===== config.mk =====
export PLATFORM = sky130hd
export DESIGN_NAME = fibo_sequencer
export DESIGN_NICKNAME = d
export VERILOG_FILES = /design/src/rtl/fibo_pkg.sv /design/src/rtl/fibo_adder.sv /design/src/rtl/fibo_sequencer.sv
export SDC_FILE = /design/constraint.sdc
export NUM_CORES = 1
export LEC_CHECK = 0
export BUFFER_PORTS_ARGS = -buffer_cell sky130_fd_sc_hd__buf_2
export CORE_MARGIN = 3
export CORE_UTILIZATION = 52
export CTS_BUF_LIST = sky130_fd_sc_hd__clkbuf_4 sky130_fd_sc_hd__clkbuf_8
export DETAILED_ROUTE_END_ITERATION = 12
export PLACE_DENSITY = 0.8
export REMOVE_ABC_BUFFERS = 1
export SETUP_SLACK_MARGIN = 0.05
export SYNTH_ARGS = -nofsm -noshare
export SYNTH_HDL_FRONTEND = slang
export SYNTH_SLANG_ARGS = --single-unit

===== constraint.sdc =====
create_clock -name Clk -period 1.8 [get_ports Clk]
set_input_delay 0.18 -clock Clk [delete_from_list [all_inputs] [get_ports Clk]]
set_output_delay 0.18 -clock Clk [all_outputs]
set_load 0.02 [all_outputs]

===== src/rtl/fibo_pkg.sv =====
`default_nettype none
// +-----------------------------------------------------------------------+
// | Module   : fibo_pkg                                                    |
// | Brief    : Shared state encoding and default sizes for fibo_sequencer |
// | Revision : 1.0                                                        |
// +-----------------------------------------------------------------------+
package fibo_pkg;

  localparam int FIBO_WIDTH = 4;
  localparam int FIBO_CNT_W = 4;

  typedef enum logic [1:0] {
    IDLE = 2'd0,
    EMIT = 2'd1,
    DONE = 2'd2
  } fibo_state_e;

endpackage
`default_nettype wire


===== src/rtl/fibo_adder.sv =====
`default_nettype none
// +-----------------------------------------------------------------------+
// | Module   : fibo_adder                                                  |
// | Brief    : WIDTH-bit unsigned adder with carry-out                     |
// | Revision : 1.0                                                        |
// +-----------------------------------------------------------------------+
module fibo_adder
  import fibo_pkg::*;
#(
  parameter int WIDTH = FIBO_WIDTH
) (
  input  logic [WIDTH-1:0] i_a,
  input  logic [WIDTH-1:0] i_b,
  output logic [WIDTH-1:0] o_sum,
  output logic             o_carry
);

  assign {o_carry, o_sum} = {1'b0, i_a} + {1'b0, i_b};

endmodule
`default_nettype wire


===== src/rtl/fibo_sequencer.sv =====
`default_nettype none
// +-----------------------------------------------------------------------+
// | Module   : fibo_sequencer                                              |
// | Brief    : Emits Count Fibonacci terms over a Valid/Ack handshake     |
// | Revision : 1.0                                                        |
// +-----------------------------------------------------------------------+
module fibo_sequencer
  import fibo_pkg::*;
#(
  parameter int WIDTH = FIBO_WIDTH,
  parameter int CNT_W = FIBO_CNT_W
) (
  input  logic             Clk,
  input  logic             Reset_n,
  input  logic             Start,
  input  logic [CNT_W-1:0] Count,
  output logic [WIDTH-1:0] Term,
  output logic             Valid,
  input  logic             Ack,
  output logic             Busy,
  output logic             Done,
  output logic             Overflow
);

  fibo_state_e      r_state;
  fibo_state_e      w_state_nxt;

  logic [WIDTH-1:0] r_cur;
  logic [WIDTH-1:0] r_nxt;
  logic             r_ovf_pend;
  logic [CNT_W-1:0] r_emitted;
  logic [CNT_W-1:0] r_count;
  logic             r_overflow;

  logic [WIDTH-1:0] w_sum;
  logic             w_carry;
  logic             w_last;

  logic             w_load;
  logic             w_clr_ovf;
  logic             w_advance;
  logic             w_set_ovf;

  fibo_adder #(
    .WIDTH (WIDTH)
  ) u_adder (
    .i_a     (r_cur),
    .i_b     (r_nxt),
    .o_sum   (w_sum),
    .o_carry (w_carry)
  );

  // r_count is never zero while in EMIT, so the decrement cannot wrap.
  assign w_last = (r_emitted == (r_count - CNT_W'(1)));

  always_ff @(posedge Clk or negedge Reset_n) begin
    if (!Reset_n) begin
      r_state <= IDLE;
    end else begin
      r_state <= w_state_nxt;
    end
  end

  always_comb begin
    w_state_nxt = r_state;
    w_load      = 1'b0;
    w_clr_ovf   = 1'b0;
    w_advance   = 1'b0;
    w_set_ovf   = 1'b0;
    Valid       = 1'b0;
    Busy        = 1'b1;
    Done        = 1'b0;

    unique case (r_state)
      IDLE: begin
        Busy = 1'b0;
        if (Start) begin
          w_clr_ovf = 1'b1;
          if (Count != '0) begin
            w_load      = 1'b1;
            w_state_nxt = EMIT;
          end else begin
            w_state_nxt = DONE;
          end
        end
      end
      EMIT: begin
        Valid = 1'b1;
        if (Ack) begin
          // Reaching the requested count wins over a pending overflow.
          if (w_last) begin
            w_state_nxt = DONE;
          end else if (r_ovf_pend) begin
            w_set_ovf   = 1'b1;
            w_state_nxt = DONE;
          end else begin
            w_advance = 1'b1;
          end
        end
      end
      DONE: begin
        Done        = 1'b1;
        w_state_nxt = IDLE;
      end
      default: begin
        w_state_nxt = IDLE;
      end
    endcase
  end

  always_ff @(posedge Clk or negedge Reset_n) begin
    if (!Reset_n) begin
      r_cur      <= '0;
      r_nxt      <= '0;
      r_ovf_pend <= 1'b0;
      r_emitted  <= '0;
      r_count    <= '0;
      r_overflow <= 1'b0;
    end else begin
      if (w_clr_ovf) begin
        r_overflow <= 1'b0;
      end else if (w_set_ovf) begin
        r_overflow <= 1'b1;
      end

      if (w_load) begin
        r_count    <= Count;
        r_cur      <= '0;
        r_nxt      <= WIDTH'(1);
        r_emitted  <= '0;
        r_ovf_pend <= 1'b0;
      end else if (w_advance) begin
        // ovf_pend flags that the term now moving into nxt has wrapped.
        r_cur      <= r_nxt;
        r_nxt      <= w_sum;
        r_ovf_pend <= w_carry;
        r_emitted  <= r_emitted + CNT_W'(1);
      end
    end
  end

  assign Term     = r_cur;
  assign Overflow = r_overflow;

endmodule
`default_nettype wire


* Yosys cells after proc, flatten, opt, wreduce, memory -nomap -nowiden
Index checks and enable logic that the tools add are counted.
** Word-level totals
- Logic and storage cells :: 53
- Bits of input ports :: 8
- Output and inout port bits :: 8
- Register bits after elaboration :: 20
** Cells by class
- Muxes and demuxes :: 32
- Eq/ne operators :: 6
- Add/subtract/negate cells :: 3
- Reductions and logical operators :: 5
** Operators with widths (count)
- two-way mux 4 bit :: 6
- two-way mux 1 bit :: 20
- two-way mux 2 bit :: 5
- adder 4 x 4 -> 5 bit :: 1
- adder 4 x 1 -> 4 bit (second input constant) :: 1
- == test 4 bit :: 1
- inequality test 2 bit (second input constant) :: 2
- case mux 2 bit (2 select lines) :: 1
- nonzero test 2 bit :: 2
- nonzero test 4 bit :: 1
- subtractor 4 x 1 -> 4 bit (second input constant) :: 1
- inequality test 3 bit (second input constant) :: 1
- AND reduction 3 bit :: 1
- == test 2 x 1 -> 1 bit (second input constant) :: 1
- == test 2 bit (second input constant) :: 1
- logical NOT 2 bit :: 1

* Longest topological paths before layout
- Depth after elaboration :: 7
- Depth in mapped cells :: 8
- Depth with buffers taken out :: 7

* Cells and area by module
A second synthesis with hierarchy kept.
** Unflattened totals
- Cell total of the unflattened synthesis :: 107
- Area total of the unflattened synthesis :: 1126.1 um^2
** By module, submodules not included
- fibo_sequencer :: seq. area each 500.5 um^2, cells each 91, area an instance 989.7 um^2, times used 1
- fibo_adder :: seq. area each 0.0 um^2, cells each 16, area an instance 136.4 um^2, times used 1

* Least setup slack after synthesis
No wires, ideal clock.
- Path type :: reg-to-reg
- Start point :: register r_count[0]
- End point :: register r_emitted[2]
- Slack :: 0.136 ns
- Data required time :: 1.721 ns
- Setup time :: 0.079 ns
- Path buffers :: 1
- Period minus slack after synthesis :: 1.664 ns
- Stages on the path, launching flop included :: 9
- Arrival time :: 1.584 ns
- Path through :: dfrtp_1 > inv_1 > ha_1 > xnor3_1 > nand3_2 > o21a_4 > buf_6 > nand2_2 > mux2i_1
** Between the ends
- Longest elaborated chain between the ends :: 6
** Ends and longest elaborated chain
- start: declaration :: line fibo_sequencer.sv:32 : logic [CNT_W-1:0] r_count;
- start signal: assignment :: line fibo_sequencer.sv:127 : r_count <= Count;
- subtractor 4 x 1 -> 4 bit :: line fibo_sequencer.sv:54 : assign w_last = (r_emitted == (r_count - CNT_W'(1)));
- == test 4 bit :: line fibo_sequencer.sv:54
- two-way mux 1 bit :: line fibo_sequencer.sv:91 : if (w_last) begin
- two-way mux 1 bit :: line fibo_sequencer.sv:89 : if (Ack) begin
- two-way mux 1 bit :: line fibo_sequencer.sv:74 : unique case (r_state)
- nonzero test 2 bit (no line)
- end signal: assignment :: line fibo_sequencer.sv:137 : r_emitted <= r_emitted + CNT_W'(1);
- end: declaration :: line fibo_sequencer.sv:31 : logic [CNT_W-1:0] r_emitted;
No other way between the ends.
A chain may end at the register's enable or synchronous reset.

* Worst setup path after layout
- Start point :: register r_count[1]
- End point :: register r_emitted[3]
The elaborated chain is that of the path after synthesis.

==> Implementation_results.wiki <==
{| class="wikitable"
! Metric !! Value
|-
| Overall global routing resource usage || 0.1871
|-
| Worst Tran Pin Value || approximately 0.46 ns
|-
| Number of port buffers || 15
|-
| DPL Wire Length || 1463 um
|-
| Largest fanout on the critical path || 6
|-
| Leading cell type by number of instances after synthesis || sky130_fd_sc_hd__nand2_1
|-
| Total number of clock tree sinks || 20
|-
| Final weighted congestion in routability-driven placement || between 0.7 and 0.8
|-
| Worst reg-to-reg setup slack || approximately 0.14 ns
|-
| Clock Latency Late Sink || around 0.3 ns
|-
| Total net switching power || around 0.0011 W
|-
| Synthesized instance count || around 110
|-
| Share of final-layout standard cells stronger than drive strength 1 || 0.2443
|-
| Initial Util || 0.5898
|-
| Synthesis warning total || 0
|-
| Worst VDD drop || around 1100 uV
|-
| H-tree Lvls || 1
|-
| Routed len/inst || between 10 and 15 um
|-
| MaxCap Viol Count || 0
|-
| Hold slack final || around 0.076 ns
|-
| Distinct cell type count after synthesis || 29
|-
| Endpoint of the lowest-slack register-to-register path || r_emitted[3]$_DFFE_PN0P_
|-
| Top cells by instance count after synthesis || 30 x sky130_fd_sc_hd__nand2_1, 20 x sky130_fd_sc_hd__dfrtp_1, 10 x sky130_fd_sc_hd__o21ai_0
|-
| Clock network fraction of total power || 0.145
|-
| Total I/O pin count || 16
|-
| Final count of negative-setup-slack endpoints || 0
|-
| Root buffer selected by CTS || sky130_fd_sc_hd__clkbuf_4
|-
| Number of stages on the worst hold path || 3
|-
| Die span in y || between 50 and 60 um
|-
| DRC violation count after routing || 0
|-
| Category of the most critical setup path || register to register
|-
| Share of the clock period used by the worst path || 0.9239
|-
| Final Max Slew Viols || 0
|-
| Register-to-Register Path Depth || 7
|-
| Number of nets at the end of the flow || 147
|-
| Placeable core region || around 0.0018 mm2
|-
| Element type at the critical path end || register
|-
| Top FF cell, synth || sky130_fd_sc_hd__dfrtp_1
|-
| Die outline area || 0.002670 mm2
|-
| Launch point of the worst hold path || Count[3]
|-
| Result of the run || complete, no violations
|-
| Yosys top cell area share || 0.4614
|-
| Kind of launch point of the worst setup path || register
|-
| Filler instances || 166
|-
| Vias after detailed routing || approximately 840
|-
| Antenna violations before repair || 0
|-
| Die span in x || approximately 52 um
|-
| Cell type contributing the most total cell area after synthesis || sky130_fd_sc_hd__dfrtp_1
|-
| Largest net degree at the start of global routing || 21
|-
| Share of power burned in registers || 0.327
|-
| Critical register-to-register path startpoint || r_count[1]$_DFFE_PN0P_
|-
| Utilization of the core after routing || 0.6993
|-
| Via-per-instance ratio || 5.410
|-
| Standard-cell row count || 15
|-
| Clock tree skew after final layout || approximately 0.014 ns
|-
| Vias in the first global route || 847
|-
| Pre-antenna DRT Iters || 4
|-
| Areal power density over the cells || just under 2000 mW/mm2
|-
| Sequential fraction of the synthesis area || 0.4614
|-
| TritonCTS clock tree || yes
|-
| Average cell area after synthesis || 9.773 um2
|-
| Number of buffers inserted during clock tree synthesis || 3
|-
| Number of routed nets with antenna violations || 0
|-
| Number of flops mapped to enable cells by yosys || 0
|-
| Largest cells by area after synthesis || sky130_fd_sc_hd__dfrtp_1 46%, sky130_fd_sc_hd__nand2_1 10%, sky130_fd_sc_hd__ha_1 6.9%
|-
| 1st-iter DRT viols || 18
|-
| Routed Wire Length || 2144 um
|-
| Cell area after synthesis || 0.001085 mm2
|-
| RSZ-0062 raised after global routing || no
|-
| Number of register bits inferred by synthesis || 20
|-
| Clock transition time at the flip-flop clock pins of the worst setup and hold paths || between 0.1 and 0.15 ns
|-
| Highest attainable clock frequency || between 600 and 700 MHz
|-
| Fraction of power spent switching nets || 0.4245
|-
| Data required time of the critical path || approximately 2.0 ns
|-
| Relative area change from synthesis to final layout || 18.57%
|-
| Post-synthesis async set-or-reset flop share || 1.000
|-
| Internal portion of total power || ~0.0015 W
|-
| Total gr overflow || 0
|-
| Final period demand of the worst path || 1.663 ns
|-
| Leakage power summed over all cells || between 0.6 and 0.7 nW
|-
| Count of inserted antenna diode cells || 0
|-
| Hold endpoint || r_count[3]$_DFFE_PN0P_
|-
| Worst path arrival time || 1.90 ns
|-
| Power share of the combinational group || 0.528
|-
| Number of endpoints with negative hold slack in the final report || 0
|-
| Worst slew margin || 0.6907
|-
| Worst hold-check path type || input pin to register
|-
| Worst setup path startpoint || r_count[1]$_DFFE_PN0P_
|-
| Longest Clk Path Bufs || 2
|-
| First-pass GRT wire length || between 3000 and 4000 um
|}
-- logic make-up (layout without fill, tap and decap cells) --
| logic type | count (synthesis) | count (layout) | share of synthesized area |
|---|---|---|---|
| mux | 3 | 3 | 0.02768 |
| simple gates | 46 | 46 | 0.1938 |
| fa+ha+maj | 7 | 7 | 0.08766 |
| buf+inv | 7 | 25 | 0.04036 |
| flops | 20 | 20 | 0.4614 |
| compound gates | 21 | 23 | 0.1200 |
| xor+xnor | 7 | 7 | 0.06921 |
-- critical path: stages, from the launching register on --
cell                      delay [ns]
sky130_fd_sc_hd__dfrtp_1        0.42
sky130_fd_sc_hd__inv_1          0.11
sky130_fd_sc_hd__ha_4           0.21
sky130_fd_sc_hd__xor2_2         0.17
sky130_fd_sc_hd__nand3_2        0.14
sky130_fd_sc_hd__o21a_4         0.25
sky130_fd_sc_hd__nand4_1        0.10
sky130_fd_sc_hd__mux2i_1        0.18
-- flip-flops by register name, summed over array words and instances, names as in the netlist --
| name | count |
|---|---|
| r_count | 4 |
| r_state | 2 |
| Overflow | 1 |
| r_ovf_pend | 1 |
| Term | 4 |
| r_emitted | 4 |
| r_nxt | 4 |
-- power by group through the flow --
stage	clock (W)	combinational [W]	sequential [W]
2_1_floorplan	0	0.000827	0.000843
3_3_place_gp	0	0.00109	0.000821
3_5_place_dp	0	0.00115	0.000826
4_1_cts	0.000372	0.00124	0.000813
5_1_grt	0.000386	0.00149	0.000856
6_report	0.000366	0.00133	0.000823
-- layer usage --
metal | part of all wire | vias up | track usage
met5 | 0 | - | 0
met4 | 0.0098 | 0 | 0.05240
met3 | 0.018 | 4 | 0.02579
met2 | 0.51 | 13 | 0.3220
met1 | 0.46 | 409 | 0.2454
li1 | - | 418 | -
-- how the worst max path moves through the flow --
stage               cells after the start                  endpoint
finish                                  7  r_emitted[3]$_DFFE_PN0P_
floorplan                               7  r_emitted[3]$_DFFE_PN0P_
global route                            7  r_emitted[2]$_DFFE_PN0P_
global placement                        7  r_emitted[3]$_DFFE_PN0P_
CTS                                     6    r_ovf_pend$_DFFE_PN0P_
detailed placement                      7  r_emitted[3]$_DFFE_PN0P_
-- stage by stage --
stage	instances	instance area [um2]	TNS [ns]	total power, W	worst slack, ns
floorplan	107	1052	0	0.001670	0.1386
global placement	148	1166	0	0.001913	0.1015
detailed placement	148	1166	-0.03148	0.001977	-0.03148
CTS	156	1254	0	0.002427	0.08804
global route	156	1286	0	0.002737	0.02983
finish	156	1286	0	0.002520	0.1370
-- layout by cell type, fill, tap and decap left out, types with 2 or more instances in the layout --
cell type and instances:
sky130_fd_sc_hd__ha_1 5, sky130_fd_sc_hd__xnor2_1 2, sky130_fd_sc_hd__xor2_1 2, sky130_fd_sc_hd__nand3_2 2
sky130_fd_sc_hd__o21ai_1 2, sky130_fd_sc_hd__buf_2 15, sky130_fd_sc_hd__o21ai_0 10, sky130_fd_sc_hd__clkbuf_4 3
sky130_fd_sc_hd__nor2b_1 2, sky130_fd_sc_hd__buf_4 2, sky130_fd_sc_hd__dfrtp_1 20, sky130_fd_sc_hd__nor2_1 6
sky130_fd_sc_hd__a21o_1 3, sky130_fd_sc_hd__o21a_2 2, sky130_fd_sc_hd__a21oi_1 2, sky130_fd_sc_hd__nand2_1 30
sky130_fd_sc_hd__inv_1 3, sky130_fd_sc_hd__mux2i_1 3
-- cell type report --
| type | instances | area, um2 | share of cell area |
|---|---|---|---|
| Clock buffer | 3 | 22.52 | 0.01751 |
| Clock inverter | 1 | 30.03 | 0.02335 |
| Inverter | 3 | 11.26 | 0.008755 |
| Multi-Input combinational cell | 86 | 590.6 | 0.4591 |
| Sequential cell | 20 | 500.5 | 0.3891 |
| Tap cell | 25 | 31.28 | 0.02432 |
| Timing Repair Buffer | 18 | 100.1 | 0.07782 |
-- what timing repair did --
item                                   4_1_cts  5_1_grt
endpoints found under the hold margin       20        0
hold buffers                                 1        0
pin swaps                                    2        2
gates cloned                                 2        0
buffers inserted                             1        0
gates resized for setup                      0        4
setup endpoints to repair                    9        5
No activity file was read; power rests on OpenSTA's default activity.
